$ cat src/rtl/cpu_ctrl_pkg.sv
// Shared definitions for the bus step controller.
//   state_e            : controller states IDLE, T0..T6, DONE
//   OP_*               : opcode values recognised by the controller
//   IR_*_MSB / IR_*_LSB: bit positions of the opcode and register fields in IR
//   is_alu_op()        : opcode finishes at T5 by loading a general register
//   is_muldiv_op()     : opcode uses the HI/LO pair and needs T6
package cpu_ctrl_pkg;

  typedef enum logic [3:0] {
    ST_IDLE = 4'd0,
    ST_T0   = 4'd1,
    ST_T1   = 4'd2,
    ST_T2   = 4'd3,
    ST_T3   = 4'd4,
    ST_T4   = 4'd5,
    ST_T5   = 4'd6,
    ST_T6   = 4'd7,
    ST_DONE = 4'd8
  } state_e;

  localparam logic [4:0] OP_ADD = 5'b00011;
  localparam logic [4:0] OP_SUB = 5'b00100;
  localparam logic [4:0] OP_AND = 5'b00101;
  localparam logic [4:0] OP_OR  = 5'b00110;
  localparam logic [4:0] OP_MUL = 5'b01110;
  localparam logic [4:0] OP_DIV = 5'b01111;

  localparam int IR_OP_MSB = 31;
  localparam int IR_OP_LSB = 27;
  localparam int IR_RA_MSB = 26;
  localparam int IR_RA_LSB = 23;
  localparam int IR_RB_MSB = 22;
  localparam int IR_RB_LSB = 19;
  localparam int IR_RC_MSB = 18;
  localparam int IR_RC_LSB = 15;

  function automatic logic is_alu_op(input logic [4:0] op);
    logic r;
    case (op)
      OP_ADD, OP_SUB, OP_AND, OP_OR: r = 1'b1;
      default:                       r = 1'b0;
    endcase
    return r;
  endfunction

  function automatic logic is_muldiv_op(input logic [4:0] op);
    logic r;
    case (op)
      OP_MUL, OP_DIV: r = 1'b1;
      default:        r = 1'b0;
    endcase
    return r;
  endfunction

endpackage

$ cat src/rtl/reg_sel_dec.sv
// 4-to-16 one-hot register select decoder.
//   en  : when 0 the output is all zero
//   sel : register index 0..15
//   dec : one-hot select, bit sel set when enabled
module reg_sel_dec (
  input  logic        en,
  input  logic [3:0]  sel,
  output logic [15:0] dec
);

  // One-hot decode of the register index, gated by enable
  always_comb begin
    dec = 16'h0000;
    if (en) begin
      dec = 16'h0001 << sel;
    end else begin
      dec = 16'h0000;
    end
  end

endmodule

$ cat src/rtl/bus_step_ctrl.sv
// Control-step sequencer for a single-bus datapath: fetch (T0..T2) then
// execute (T3..T6) of one register-to-register instruction per start pulse.
// Optional feature macro: BUS_STEP_MULDIV_EN enables MUL/DIV (T5 loads LO,
// T6 loads HI); without it MUL/DIV decode as illegal.
// Ports:
//   clock, clear_n         : clock, asynchronous active-low reset
//   start                  : begin a sequence (looked at only in IDLE)
//   ir[31:0]               : opcode[31:27] ra[26:23] rb[22:19] rc[18:15]
//   mem_ready              : memory read done, holds the FSM in T1 while low
//   rout_wire[15:0]        : one-hot register bus-source enable
//   hi_out..c_out          : single bus-source enables
//   rin[15:0]              : one-hot register load
//   pc_in..read            : single load / control strobes
//   step, busy, done, illegal : status
// All outputs are decoded combinationally from the state and ir.
module bus_step_ctrl
  import cpu_ctrl_pkg::*;
(
  input  logic        clock,
  input  logic        clear_n,
  input  logic        start,
  input  logic [31:0] ir,
  input  logic        mem_ready,
  output logic [15:0] rout_wire,
  output logic        hi_out,
  output logic        lo_out,
  output logic        zhigh_out,
  output logic        zlow_out,
  output logic        pc_out,
  output logic        mdr_out,
  output logic        inport_out,
  output logic        c_out,
  output logic [15:0] rin,
  output logic        pc_in,
  output logic        mar_in,
  output logic        mdr_in,
  output logic        ir_in,
  output logic        y_in,
  output logic        z_in,
  output logic        hi_in,
  output logic        lo_in,
  output logic        inc_pc,
  output logic        read,
  output logic [2:0]  step,
  output logic        busy,
  output logic        done,
  output logic        illegal
);

  state_e     state_r;
  logic       first_t1_r;   // high during the first cycle of T1 only
  logic       muldiv_r;     // latched at T3: sequence runs through T6
  logic       illegal_r;    // latched at T3: opcode was rejected
  logic [4:0] op_s;
  logic [3:0] ra_s, rb_s, rc_s;
  logic       muldiv_op_s;
  logic       op_legal_s;
  logic       rout_en_s;
  logic [3:0] rout_sel_s;
  logic       rin_en_s;
  logic       unused_ir_s;

  assign op_s = ir[IR_OP_MSB:IR_OP_LSB];
  assign ra_s = ir[IR_RA_MSB:IR_RA_LSB];
  assign rb_s = ir[IR_RB_MSB:IR_RB_LSB];
  assign rc_s = ir[IR_RC_MSB:IR_RC_LSB];
  assign unused_ir_s = ^ir[14:0];

`ifdef BUS_STEP_MULDIV_EN
  assign muldiv_op_s = is_muldiv_op(op_s);
`else
  assign muldiv_op_s = 1'b0;
`endif

  assign op_legal_s = is_alu_op(op_s) | muldiv_op_s;

  // Register source: rb in T3, rc in T4; illegal T3 drives nothing
  assign rout_en_s  = ((state_r == ST_T3) && op_legal_s) || (state_r == ST_T4);
  assign rout_sel_s = (state_r == ST_T3) ? rb_s : rc_s;
  assign rin_en_s   = (state_r == ST_T5) && !muldiv_r;

  reg_sel_dec u_rout_dec (
    .en  (rout_en_s),
    .sel (rout_sel_s),
    .dec (rout_wire)
  );

  reg_sel_dec u_rin_dec (
    .en  (rin_en_s),
    .sel (ra_s),
    .dec (rin)
  );

  // Step sequencer with opcode classification latched at T3
  always_ff @(posedge clock or negedge clear_n) begin
    if (!clear_n) begin
      state_r    <= ST_IDLE;
      first_t1_r <= 1'b0;
      muldiv_r   <= 1'b0;
      illegal_r  <= 1'b0;
    end else begin
      case (state_r)
        ST_IDLE: begin
          muldiv_r  <= 1'b0;
          illegal_r <= 1'b0;
          if (start) begin
            state_r <= ST_T0;
          end else begin
            state_r <= ST_IDLE;
          end
        end
        ST_T0: begin
          state_r    <= ST_T1;
          first_t1_r <= 1'b1;
        end
        ST_T1: begin
          first_t1_r <= 1'b0;
          if (mem_ready) begin
            state_r <= ST_T2;
          end else begin
            state_r <= ST_T1;
          end
        end
        ST_T2: state_r <= ST_T3;
        ST_T3: begin
          if (op_legal_s) begin
            muldiv_r <= muldiv_op_s;
            state_r  <= ST_T4;
          end else begin
            illegal_r <= 1'b1;
            state_r   <= ST_DONE;
          end
        end
        ST_T4: state_r <= ST_T5;
        ST_T5: begin
          if (muldiv_r) begin
            state_r <= ST_T6;
          end else begin
            state_r <= ST_DONE;
          end
        end
        ST_T6:   state_r <= ST_DONE;
        ST_DONE: state_r <= ST_IDLE;
        default: state_r <= ST_IDLE;
      endcase
    end
  end

  // Moore decode of single-bit enables and status from the current step
  always_comb begin
    hi_out     = 1'b0;
    lo_out     = 1'b0;
    zhigh_out  = 1'b0;
    zlow_out   = 1'b0;
    pc_out     = 1'b0;
    mdr_out    = 1'b0;
    inport_out = 1'b0;
    c_out      = 1'b0;
    pc_in      = 1'b0;
    mar_in     = 1'b0;
    mdr_in     = 1'b0;
    ir_in      = 1'b0;
    y_in       = 1'b0;
    z_in       = 1'b0;
    hi_in      = 1'b0;
    lo_in      = 1'b0;
    inc_pc     = 1'b0;
    read       = 1'b0;
    step       = 3'd0;
    busy       = 1'b1;
    done       = 1'b0;
    illegal    = 1'b0;
    case (state_r)
      ST_IDLE: busy = 1'b0;
      ST_T0: begin
        step   = 3'd0;
        pc_out = 1'b1;
        mar_in = 1'b1;
        inc_pc = 1'b1;
        z_in   = 1'b1;
      end
      ST_T1: begin
        step     = 3'd1;
        zlow_out = 1'b1;
        read     = 1'b1;
        mdr_in   = 1'b1;
        pc_in    = first_t1_r;
      end
      ST_T2: begin
        step    = 3'd2;
        mdr_out = 1'b1;
        ir_in   = 1'b1;
      end
      ST_T3: begin
        step = 3'd3;
        if (op_legal_s) begin
          y_in = 1'b1;
        end else begin
          y_in = 1'b0;
        end
      end
      ST_T4: begin
        step = 3'd4;
        z_in = 1'b1;
      end
      ST_T5: begin
        step     = 3'd5;
        zlow_out = 1'b1;
        lo_in    = muldiv_r;
      end
      ST_T6: begin
        step      = 3'd6;
        zhigh_out = 1'b1;
        hi_in     = 1'b1;
      end
      ST_DONE: begin
        done    = 1'b1;
        illegal = illegal_r;
      end
      default: busy = 1'b0;
    endcase
  end

endmodule

$ cat config.mk
export PLATFORM = sky130hd
export DESIGN_NAME = bus_step_ctrl
export DESIGN_NICKNAME = d
export VERILOG_FILES = /design/src/rtl/cpu_ctrl_pkg.sv /design/src/rtl/reg_sel_dec.sv /design/src/rtl/bus_step_ctrl.sv
export SDC_FILE = /design/constraint.sdc
export NUM_CORES = 1
export LEC_CHECK = 0
export ABC_CLOCK_PERIOD_IN_PS = 3000
export CAP_MARGIN = 10
export CORE_ASPECT_RATIO = 0.6
export CORE_MARGIN = 5
export CORE_UTILIZATION = 31
export DETAILED_ROUTE_END_ITERATION = 12
export GPL_ROUTABILITY_DRIVEN = 0
export MAX_ROUTING_LAYER = met4
export PLACE_DENSITY = 0.93
export SLEW_MARGIN = 5
export SYNTH_ARGS = -nofsm -noshare
export SYNTH_HDL_FRONTEND = slang
export SYNTH_SLANG_ARGS = --single-unit
$ cat constraint.sdc
create_clock -name clock -period 3 [get_ports clock]
set_input_delay 0.9 -clock clock [delete_from_list [all_inputs] [get_ports clock]]
set_output_delay 0.9 -clock clock [all_outputs]
set_load 0.01 [all_outputs]
Word-level counts from Yosys, hierarchy flattened
Index checks and enable logic that the tools add are counted.
- register bits: 7
- latch bits: 0
- memory bits (writable): 0
- bits in read-only memories: 0
- input bits: 36
- output and inout port bits: 56
- memories: 0
- $add $sub $neg: 0
- $mul: 0
- divide/modulo/power cells: 0
- order comparisons: 0
- eq/ne operators: 14
- shift-type cells: 2
- multiplexer cells: 28
- bitwise gates (word level): 0
- reductions and logical operators: 13
- operators by type and width (kind ; number):
    $mux 16 ; 2
    $pmux 4 s8 ; 1
    $shl 1x4->16 const A ; 2
    $mux 1 ; 18
    $pmux 3 s6 ; 1
    $eq 4x3->1 const B ; 4
    $eq 5x3->1 const B ; 3
    $mux 4 ; 3
    $eq 4x2->1 const B ; 2
    $reduce_or 8->1 ; 1
    $pmux 1 s2 ; 3
    $eq 5x2->1 const B ; 1
    $eq 4x1->1 const B ; 1
    $eq 4x4->1 const B ; 1
    $logic_not 4->1 ; 1
    $ne 2x2->1 const B ; 2
    $reduce_and 2->1 ; 2
    $reduce_bool 2->1 ; 2
    $reduce_or 2->1 ; 2
    $reduce_or 4->1 ; 1
    $logic_and 1x1->1 ; 2
    $logic_not 1->1 ; 1
    $logic_or 1x1->1 ; 1

Logic depth before layout (Yosys ltp)
Gate-level depths: netlist of run 1.
- depth in word-level cells: 6
- mapped depth: 5

Hierarchy
From an unflattened synthesis of run 1, not the netlist that was laid out.
- cells, all modules: 121
- area total of the unflattened synthesis: 829.5 um^2
- by module, submodules not included (module ; times used ; cells an instance ; area each (um^2)):
    bus_step_ctrl ; 1 ; 75 ; 589.3
    reg_sel_dec ; 2 ; 23 ; 120.1

Least setup slack after synthesis of run 1
OpenSTA, ideal clock, no wires.
- kind: input port to output port
- start: in ir[29]
- end: out rout_wire[10]
- arrival: 2.394 ns
- required time: 2.100 ns
- path slack: -0.294 ns
- cell stages on the path: 3
- buffers on the path: 0
- cell sequence: a21boi_0 o2111ai_1 a2111oi_0
- longest elaborated chain between the ends: 6
- elaborated cells between the ends (all ways): 9
- RTL lines (what ; line ; text):
    from (decl) ; bus_step_ctrl.sv:22 ; input logic [31:0] ir,
    $eq 5x2->1 or $eq 5x3->1 (tied branches) ; cpu_ctrl_pkg.sv:39 ; case (op)
    $reduce_or 4->1 * ; cpu_ctrl_pkg.sv:39 ;
    $mux 1 * ; cpu_ctrl_pkg.sv:39 ;
    $logic_and 1x1->1 * ; bus_step_ctrl.sv:78 ; assign rout_en_s = ((state_r == ST_T3) && op_legal_s) || (state_r == ST_T4);
    $logic_or 1x1->1 * ; bus_step_ctrl.sv:78 ;
    $mux 16 * ; reg_sel_dec.sv:14 ; if (en) begin
    to (decl) ; bus_step_ctrl.sv:24 ; output logic [15:0] rout_wire,
Mark *: on every way between the ends. The rest lies on a longest branch, timed or not.

Worst setup path after layout of run 1
- start: in ir[30]
- end: out rout_wire[6]
Same word-level chain as after synthesis.

==> results by group, run 1 <==
Run status
  • Status: finished with violations
  • Failing checks: setup timing

Clock network
  • Worst-case clock buffer depth: 2
  • Clock tree from TritonCTS: done
  • Number of buffers created by CTS: 3
  • CTS Hold Bufs: 0
  • Clock Sinks: 6
  • Clock Latency Late Sink: around 0.24 ns
  • Cell at the root of the clock tree: clkbuf_8
  • Count of H-tree levels built during CTS: 1
  • Clk pin slew, worst setup/hold paths: 0.03 ns

Pwr
  • Power Dens Cells: 609.5 nW/um^2
  • Sequential fraction of design power: 0.116
  • Share of power burned in the clock network: 0.095
  • Static leakage: 1.028 nW
  • Design internal power: just under 0.7 mW
  • Power Total: 1.387 mW
  • Net load switching power: 0.6930 mW
  • Gate power share: 0.789
  • Switching share of power: 0.4996
  • Max IR drop VDD: 702.2 uV

Synth
  • Post-Syn Instances: around 130
  • Cell with the most instances after synthesis: nor2_1
  • Commonest cells post-synth: nor2_1, a2111oi_1, buf_4, nand2_1, nor3_1
  • Synth cell types: 37
  • Area share of the largest cell type after synthesis: 0.1508
  • Register bit count reported by yosys: 6
  • Fraction of the yosys area taken by sequential cells: 0.1508
  • Mapped Avg Cell Area: between 7 and 8 sq um
  • Netlist Area Pre-Place: 996.0 sq um
  • Post-synth EDFFs: 0
  • Fraction of synthesis flops using an asynchronous set or reset pin: 1.000
  • Syn. warnings: 0
  • Area leader, netlist: dfrtp_1
  • Most used DFF post-synth: dfrtp_1
  • Cell types occupying the most area after synthesis: dfrtp_1, a2111oi_1, nor2_1, buf_4, mux2i_1

Route
  • Post-DRT Antenna Nets: 0
  • First-pass detailed-route iteration total: 4
  • Final wirelength: 5.358 mm
  • Number of vias in the routed layout: 1496
  • DR vias/cell: 5.624
  • Final routed DRC violation total: 0
  • Average wire length per cell after detail routing: 20.14 um
  • Initial drt markers: 105

Timing
  • Hold Slack: 0.4638 ns
  • Worst-case setup margin in the final layout: -0.08707 ns
  • Slew at the pin closest to its max-slew limit: 0.5575 ns
  • Minimum clock period: 3.087 ns
  • Relative slew margins: 0.6210
  • Maximum frequency from static timing analysis: 0.3239 GHz
  • Unrepaired setup endpoints after global routing: true
  • Worst setup skew after layout: 0.01517 ns
  • Count of pins over their slew limit: 0
  • Final count of negative-setup-slack endpoints: 13
  • Post-route fraction of the period consumed by the critical path: 1.029
  • Final Hold Viols: 0

Floorplanning
  • Initial standard-cell utilization of the core: 0.3359
  • I/O pin cnt: 92
  • Height of the die: 53.91 um
  • Site Rows: 15
  • Floorplan die area: 4484 sq um
  • Core region area: ~3000 sq um
  • Die span in x: 83.18 um

Setup path
  • Cell breakdown of the critical path: buf_8 -> nor4_4 -> o21ai_4 -> buf_4 -> a2111oi_4 -> buf_2
  • Max stage delay on crit path: 0.32 ns
  • Critical Setup Path Class: in2out
  • Peak fanout along the critical path: 8
  • Endpoint arrival time on the critical path: approximately 2.2 ns
  • Critical path capture point type: output pin
  • Worst-path cell with the longest stage delay: nor4_4
  • Required @ worst endpoint: 2.10 ns
  • Critical path launch point type: input pin

Worst hold path
  • Class of the tightest hold or removal check: reg2reg

Global route
  • Pin count of the biggest net entering global routing: 18
  • Most congested layer reported by global routing: met2
  • GR Overflow Total: 0
  • Global-route wire length before repair: around 7.4 mm
  • Initial antenna violation count: 0
  • Gr usage total: 0.2156
  • Vias in the first global route: 1365
  • Global routing met3 resource utilization: 0.03364
  • Grt met1 use: 0.2586
  • Met2 Use GR: 0.3949

Final layout
  • Growth of design area from synthesis to finish: 128.5%
  • Antenna diode count: 0
  • Number of nets in the layout: between 200 and 300
  • Share of layout cells above drive strength 1: 0.4732
  • Final Instance Count excl. Fillers: about 270
  • Final instance area: 2276 sq um

Placement
  • Post-detail-place hpwl: 3.302 mm
  • Number of buffers inserted by port buffering: 71
  • Number of cells after detailed placement: 249
  • Placed Area: between 1500 and 2000 sq um

Flow run
  • Max-cap violations: 0
## cells by family (layout without fill, tap and decap cells)
family                 after synthesis  count (layout)  synth area share
AO/OA/AOI/OAI                       27              27            0.2274
XOR/XNOR                             1               1          0.008796
buffers and inverters               22             107            0.1357
flip-flops                           6               6            0.1507
multiplexers                        10              10            0.1156
other                                1               5          0.003765
AND/OR/NAND/NOR                     67              68            0.3580
## metal layers
metal / vias up / routed length, um
met4: 0 / 123
met5: - / 0
li1: 668 / -
met2: 68 / 2646
met3: 14 / 329
met1: 746 / 2258
## cell type report
type	instances	area, sq um
Multi-Input combinational cell	111	1170
Inverter	4	15.01
Sequential cell	6	150.1
Timing Repair Buffer	100	847.1
Fill cell	185	689.4
Tap cell	42	52.55
Clock buffer	3	41.29
## power groups by stage
| stage | registers, mW | clock network, mW | logic [mW] |
|---|---|---|---|
| 2_1_floorplan | 0.141 | 0 | 0.496 |
| 3_3_place_gp | 0.143 | 0 | 0.808 |
| 3_5_place_dp | 0.145 | 0 | 0.835 |
| 4_1_cts | 0.153 | 0.124 | 0.969 |
| 5_1_grt | 0.163 | 0.135 | 1.16 |
| 6_report | 0.161 | 0.131 | 1.09 |
## cell usage in the layout (no fill, tap or decap), types with 4 or more instances in the layout
| cell type | netlist | layout |
|---|---|---|
| inv_1 | 4 | 4 |
| dfrtp_1 | 6 | 6 |
| conb_1 | 1 | 5 |
| dlygate4sd2_1 | 0 | 15 |
| buf_6 | 2 | 7 |
| clkdlybuf4s15_1 | 0 | 4 |
| clkdlybuf4s50_1 | 0 | 19 |
| dlymetal6s2s_1 | 0 | 6 |
| mux2i_4 | 0 | 4 |
| a2111oi_4 | 0 | 13 |
| nand2_1 | 10 | 9 |
| buf_4 | 10 | 23 |
| nor2_1 | 22 | 20 |
| nor3_1 | 8 | 8 |
| buf_2 | 0 | 20 |
## worst paths after layout
check / start / end / slack, ns / cells past startpoint
max: ir[30] / rout_wire[6] / -0.09 / 6
min: first_t1_r / first_t1_r / 0.46 / 1
max reg2reg: state_r[1] / state_r[0] / 1.40 / 4
min reg2reg: first_t1_r / first_t1_r / 0.46 / 1
max in group asynchronous: clear_n / illegal_r / 1.85 / 1
min in group asynchronous: clear_n / state_r[1] / 0.91 / 1
## worst max-delay path: cells and delay by family
| kind | cells | cell delay [ns] |
|---|---|---|
| AND/OR/NAND/NOR | 1 | 0.32 |
| buffers and inverters | 3 | 0.46 |
| AO/OA/AOI/OAI | 2 | 0.50 |
## state kept, by name, indices dropped and copies added (netlist names)
| register | flops |
|---|---|
| illegal_r | 1 |
| first_t1_r | 1 |
| state_r | 4 |
## per-stage QoR
| step | utilization | setup WS, ns | TNS [ns] |
|---|---|---|---|
| 3_5_place_dp | 0.6165 | -0.9543 | -19.65 |
| 3_3_place_gp | 0.6165 | -0.9127 | -18.29 |
| 6_report | 0.7675 | -0.08707 | -0.5700 |
| 4_1_cts | 0.7068 | -0.05170 | -0.1077 |
| 2_1_floorplan | - | -0.009799 | -0.07839 |
| 5_1_grt | 0.7675 | -0.1774 | -1.494 |
## what timing repair did
action,CTS,global route
setup endpoints to repair,37,29
setup buffers,4,9
resized for setup,174,34
cloned,1,0
pin swaps,19,18
(Power assumes the default switching activity.)
==> run 2: changes to the inputs <==
--- a/config.mk
+++ b/config.mk
@@ -5,15 +5,15 @@
 export SDC_FILE = /design/constraint.sdc
 export NUM_CORES = 1
 export LEC_CHECK = 0
-export ABC_CLOCK_PERIOD_IN_PS = 3000
+export ABC_CLOCK_PERIOD_IN_PS = 3900
 export CAP_MARGIN = 10
 export CORE_ASPECT_RATIO = 0.6
 export CORE_MARGIN = 5
-export CORE_UTILIZATION = 31
+export CORE_UTILIZATION = 33
 export DETAILED_ROUTE_END_ITERATION = 12
 export GPL_ROUTABILITY_DRIVEN = 0
 export MAX_ROUTING_LAYER = met4
-export PLACE_DENSITY = 0.93
+export PLACE_DENSITY = 0.95
 export SLEW_MARGIN = 5
 export SYNTH_ARGS = -nofsm -noshare
 export SYNTH_HDL_FRONTEND = slang
==> constraint.sdc (replaced) <==
create_clock -name clock -period 3.9 [get_ports clock]
set_input_delay 1.17 -clock clock [delete_from_list [all_inputs] [get_ports clock]]
set_output_delay 1.17 -clock clock [all_outputs]
set_load 0.01 [all_outputs]
==> results by group, run 2 (same netlist as run 1, synthesis figures left out) <==
Run status
  • Status: finished with violations
  • Failing checks: setup timing

Clock network
  • Clock Latency Late Sink: 0.23 ns (about the same)
  • CTS Hold Bufs: 0 (unchanged)
  • Cell at the root of the clock tree: clkbuf_8
  • Count of H-tree levels built during CTS: 1 (unchanged)
  • Clock tree from TritonCTS: done
  • Worst-case clock buffer depth: 2 (unchanged)
  • Clock Sinks: 6 (unchanged)
  • Clk pin slew, worst setup/hold paths: 0.04 ns (about the same)
  • Number of buffers created by CTS: 3 (unchanged)

Floorplanning
  • Initial standard-cell utilization of the core: 0.3446 (+0.008724)
  • Height of the die: 52.56 um (-2.5%)
  • I/O pin cnt: 92 (unchanged)
  • Core region area: 2890 sq um (-2.5%)
  • Die span in x: 80.93 um (-2.7%)
  • Site Rows: 15 (unchanged)
  • Floorplan die area: 4253 sq um (-5.1%)

Timing
  • Post-route fraction of the period consumed by the critical path: 1.014
  • Worst setup skew after layout: 0.004390 ns (-0.01078 ns)
  • Minimum clock period: 3.954 ns
  • Hold Slack: 0.4688 ns (+0.004982 ns)
  • Relative slew margins: 0.07760 (-0.5434)
  • Slew at the pin closest to its max-slew limit: 1.380 ns (+0.8228 ns)
  • Final count of negative-setup-slack endpoints: 3 (-10)
  • Worst-case setup margin in the final layout: -0.05427 ns (+0.03280 ns)
  • Count of pins over their slew limit: 0 (unchanged)
  • Maximum frequency from static timing analysis: 0.2529 GHz
  • Final Hold Viols: 0 (unchanged)

Route
  • Average wire length per cell after detail routing: 17.65 um (-12%)
  • Post-DRT Antenna Nets: 0 (unchanged)
  • First-pass detailed-route iteration total: 4 (unchanged)
  • Final routed DRC violation total: 0 (unchanged)
  • Initial drt markers: 89 (-15%)
  • Final wirelength: 4.431 mm (-17%)
  • DR vias/cell: 5.323 (-5.4%)
  • Number of vias in the routed layout: 1336 (-11%)

Setup path
  • Critical path launch point type: input pin
  • Peak fanout along the critical path: 4 (-4)
  • Critical Setup Path Class: in2out
  • Required @ worst endpoint: 2.73 ns (+0.63 ns)
  • Endpoint arrival time on the critical path: 2.78 ns (+0.59 ns)
  • Critical path capture point type: output pin

Global route
  • GR Overflow Total: 0 (unchanged)
  • Gr usage total: 0.1829 (-0.03271)
  • Global-route wire length before repair: 5.954 mm (-19%)
  • Pin count of the biggest net entering global routing: 18 (unchanged)
  • Vias in the first global route: 1287 (-5.7%)
  • Initial antenna violation count: 0 (unchanged)

Final layout
  • Antenna diode count: 0 (unchanged)
  • Register ranked first by flip-flop count: state_r
  • Number of nets in the layout: 247 (-5.7%)
  • Share of layout cells above drive strength 1: 0.3301 (-0.1431)
  • Regs by FF count: state_r (4), first_t1_r (1), illegal_r (1)
  • Filler cell count in the final layout: 211 (+14%)
  • Number of flip-flops under the largest register name: 4 (unchanged)
  • Final core utilization: 0.7169 (-0.05063)
  • Growth of design area from synthesis to finish: 108.0%
  • Final Instance Count excl. Fillers: 251 (-5.6%)
  • Most common cell after layout, fill and taps aside: clkdlybuf4s50_1
  • Most used cells in the layout excluding fill and tap cells: clkdlybuf4s50_1, nor2_1, buf_2

Pwr
  • Power Dens Cells: 450.0 nW/um^2 (-26%)
  • Static leakage: 0.8438 nW (-18%)
  • Max IR drop VDD: 320.9 uV (-54%)

Worst hold path
  • Class of the tightest hold or removal check: reg2reg

Placement
  • Number of cells after detailed placement: 244 (-2.0%)
  • Number of buffers inserted by port buffering: 71 (unchanged)
  • Post-detail-place hpwl: 2.888 mm (-13%)

Flow run
  • Max-cap violations: 0 (unchanged)
==> run 2: per-stage QoR <==
stage / worst slack [ns] / setup TNS (ns) / area (sq um) / total power, mW
5_1_grt: -0.1650 / -0.5981 / 2072 / 0.9904
3_3_place_gp: -0.5879 / -9.285 / 1737 / 0.6898
3_5_place_dp: -0.7272 / -10.55 / 1737 / 0.7068
4_1_cts: -0.08671 / -0.6171 / 1772 / 0.8201
2_1_floorplan: 0.06607 / 0 / 1011 / 0.4692
6_report: -0.05427 / -0.07108 / 2072 / 0.9325
==> run 2: layout make-up <==
cell class | count | area (sq um) | share of cell area
inverter | 4 | 15.01 | 0.007246
timing repair buffer | 86 | 767.0 | 0.3702
sequential | 6 | 150.1 | 0.07246
tap | 42 | 52.55 | 0.02536
clock buffer | 3 | 41.29 | 0.01993
multi-input combinational | 110 | 1046 | 0.5048
==> run 2: worst paths after layout <==
path | from | to | slack [ns] | depth (start not counted)
worst min-delay path | first_t1_r | first_t1_r | 0.47 | 1
worst max-delay path | ir[16] | rout_wire[13] | -0.05 | 5
worst min register to register | first_t1_r | first_t1_r | 0.47 | 1
worst max register to register | state_r[0] | first_t1_r | 2.34 | 4
min in group asynchronous | clear_n | illegal_r | 1.20 | 1
max in group asynchronous | clear_n | state_r[0] | 2.47 | 1
==> run 2: repair_timing <==
action	4_1_cts	5_1_grt
pin swaps	1	4
gates resized for setup	88	52
gates cloned	0	0
setup buffers	0	4
endpoints found under the setup margin	21	21
==> run 2: critical path, cell delays in order <==
cell	delay (ns)
clkdlybuf4s50_1	0.56
nor2b_1	0.07
mux2i_1	0.66
a2111oi_4	0.10
buf_2	0.22
==> run 2: power breakdown <==
| group | total [mW] | switching [mW] | internal, mW |
|---|---|---|---|
| registers | 0.112 | 0.0196 | 0.0922 |
| clock network | 0.0949 | 0.0285 | 0.0665 |
| logic | 0.726 | 0.408 | 0.318 |
| total | 0.932 | 0.456 | 0.476 |
==> run 2: metal layers <==
metal  track usage  part of all wire
met2        0.3052              0.51
met3       0.03265             0.051
met5             -                 0
met1        0.2351              0.44
met4       0.03371            0.0068
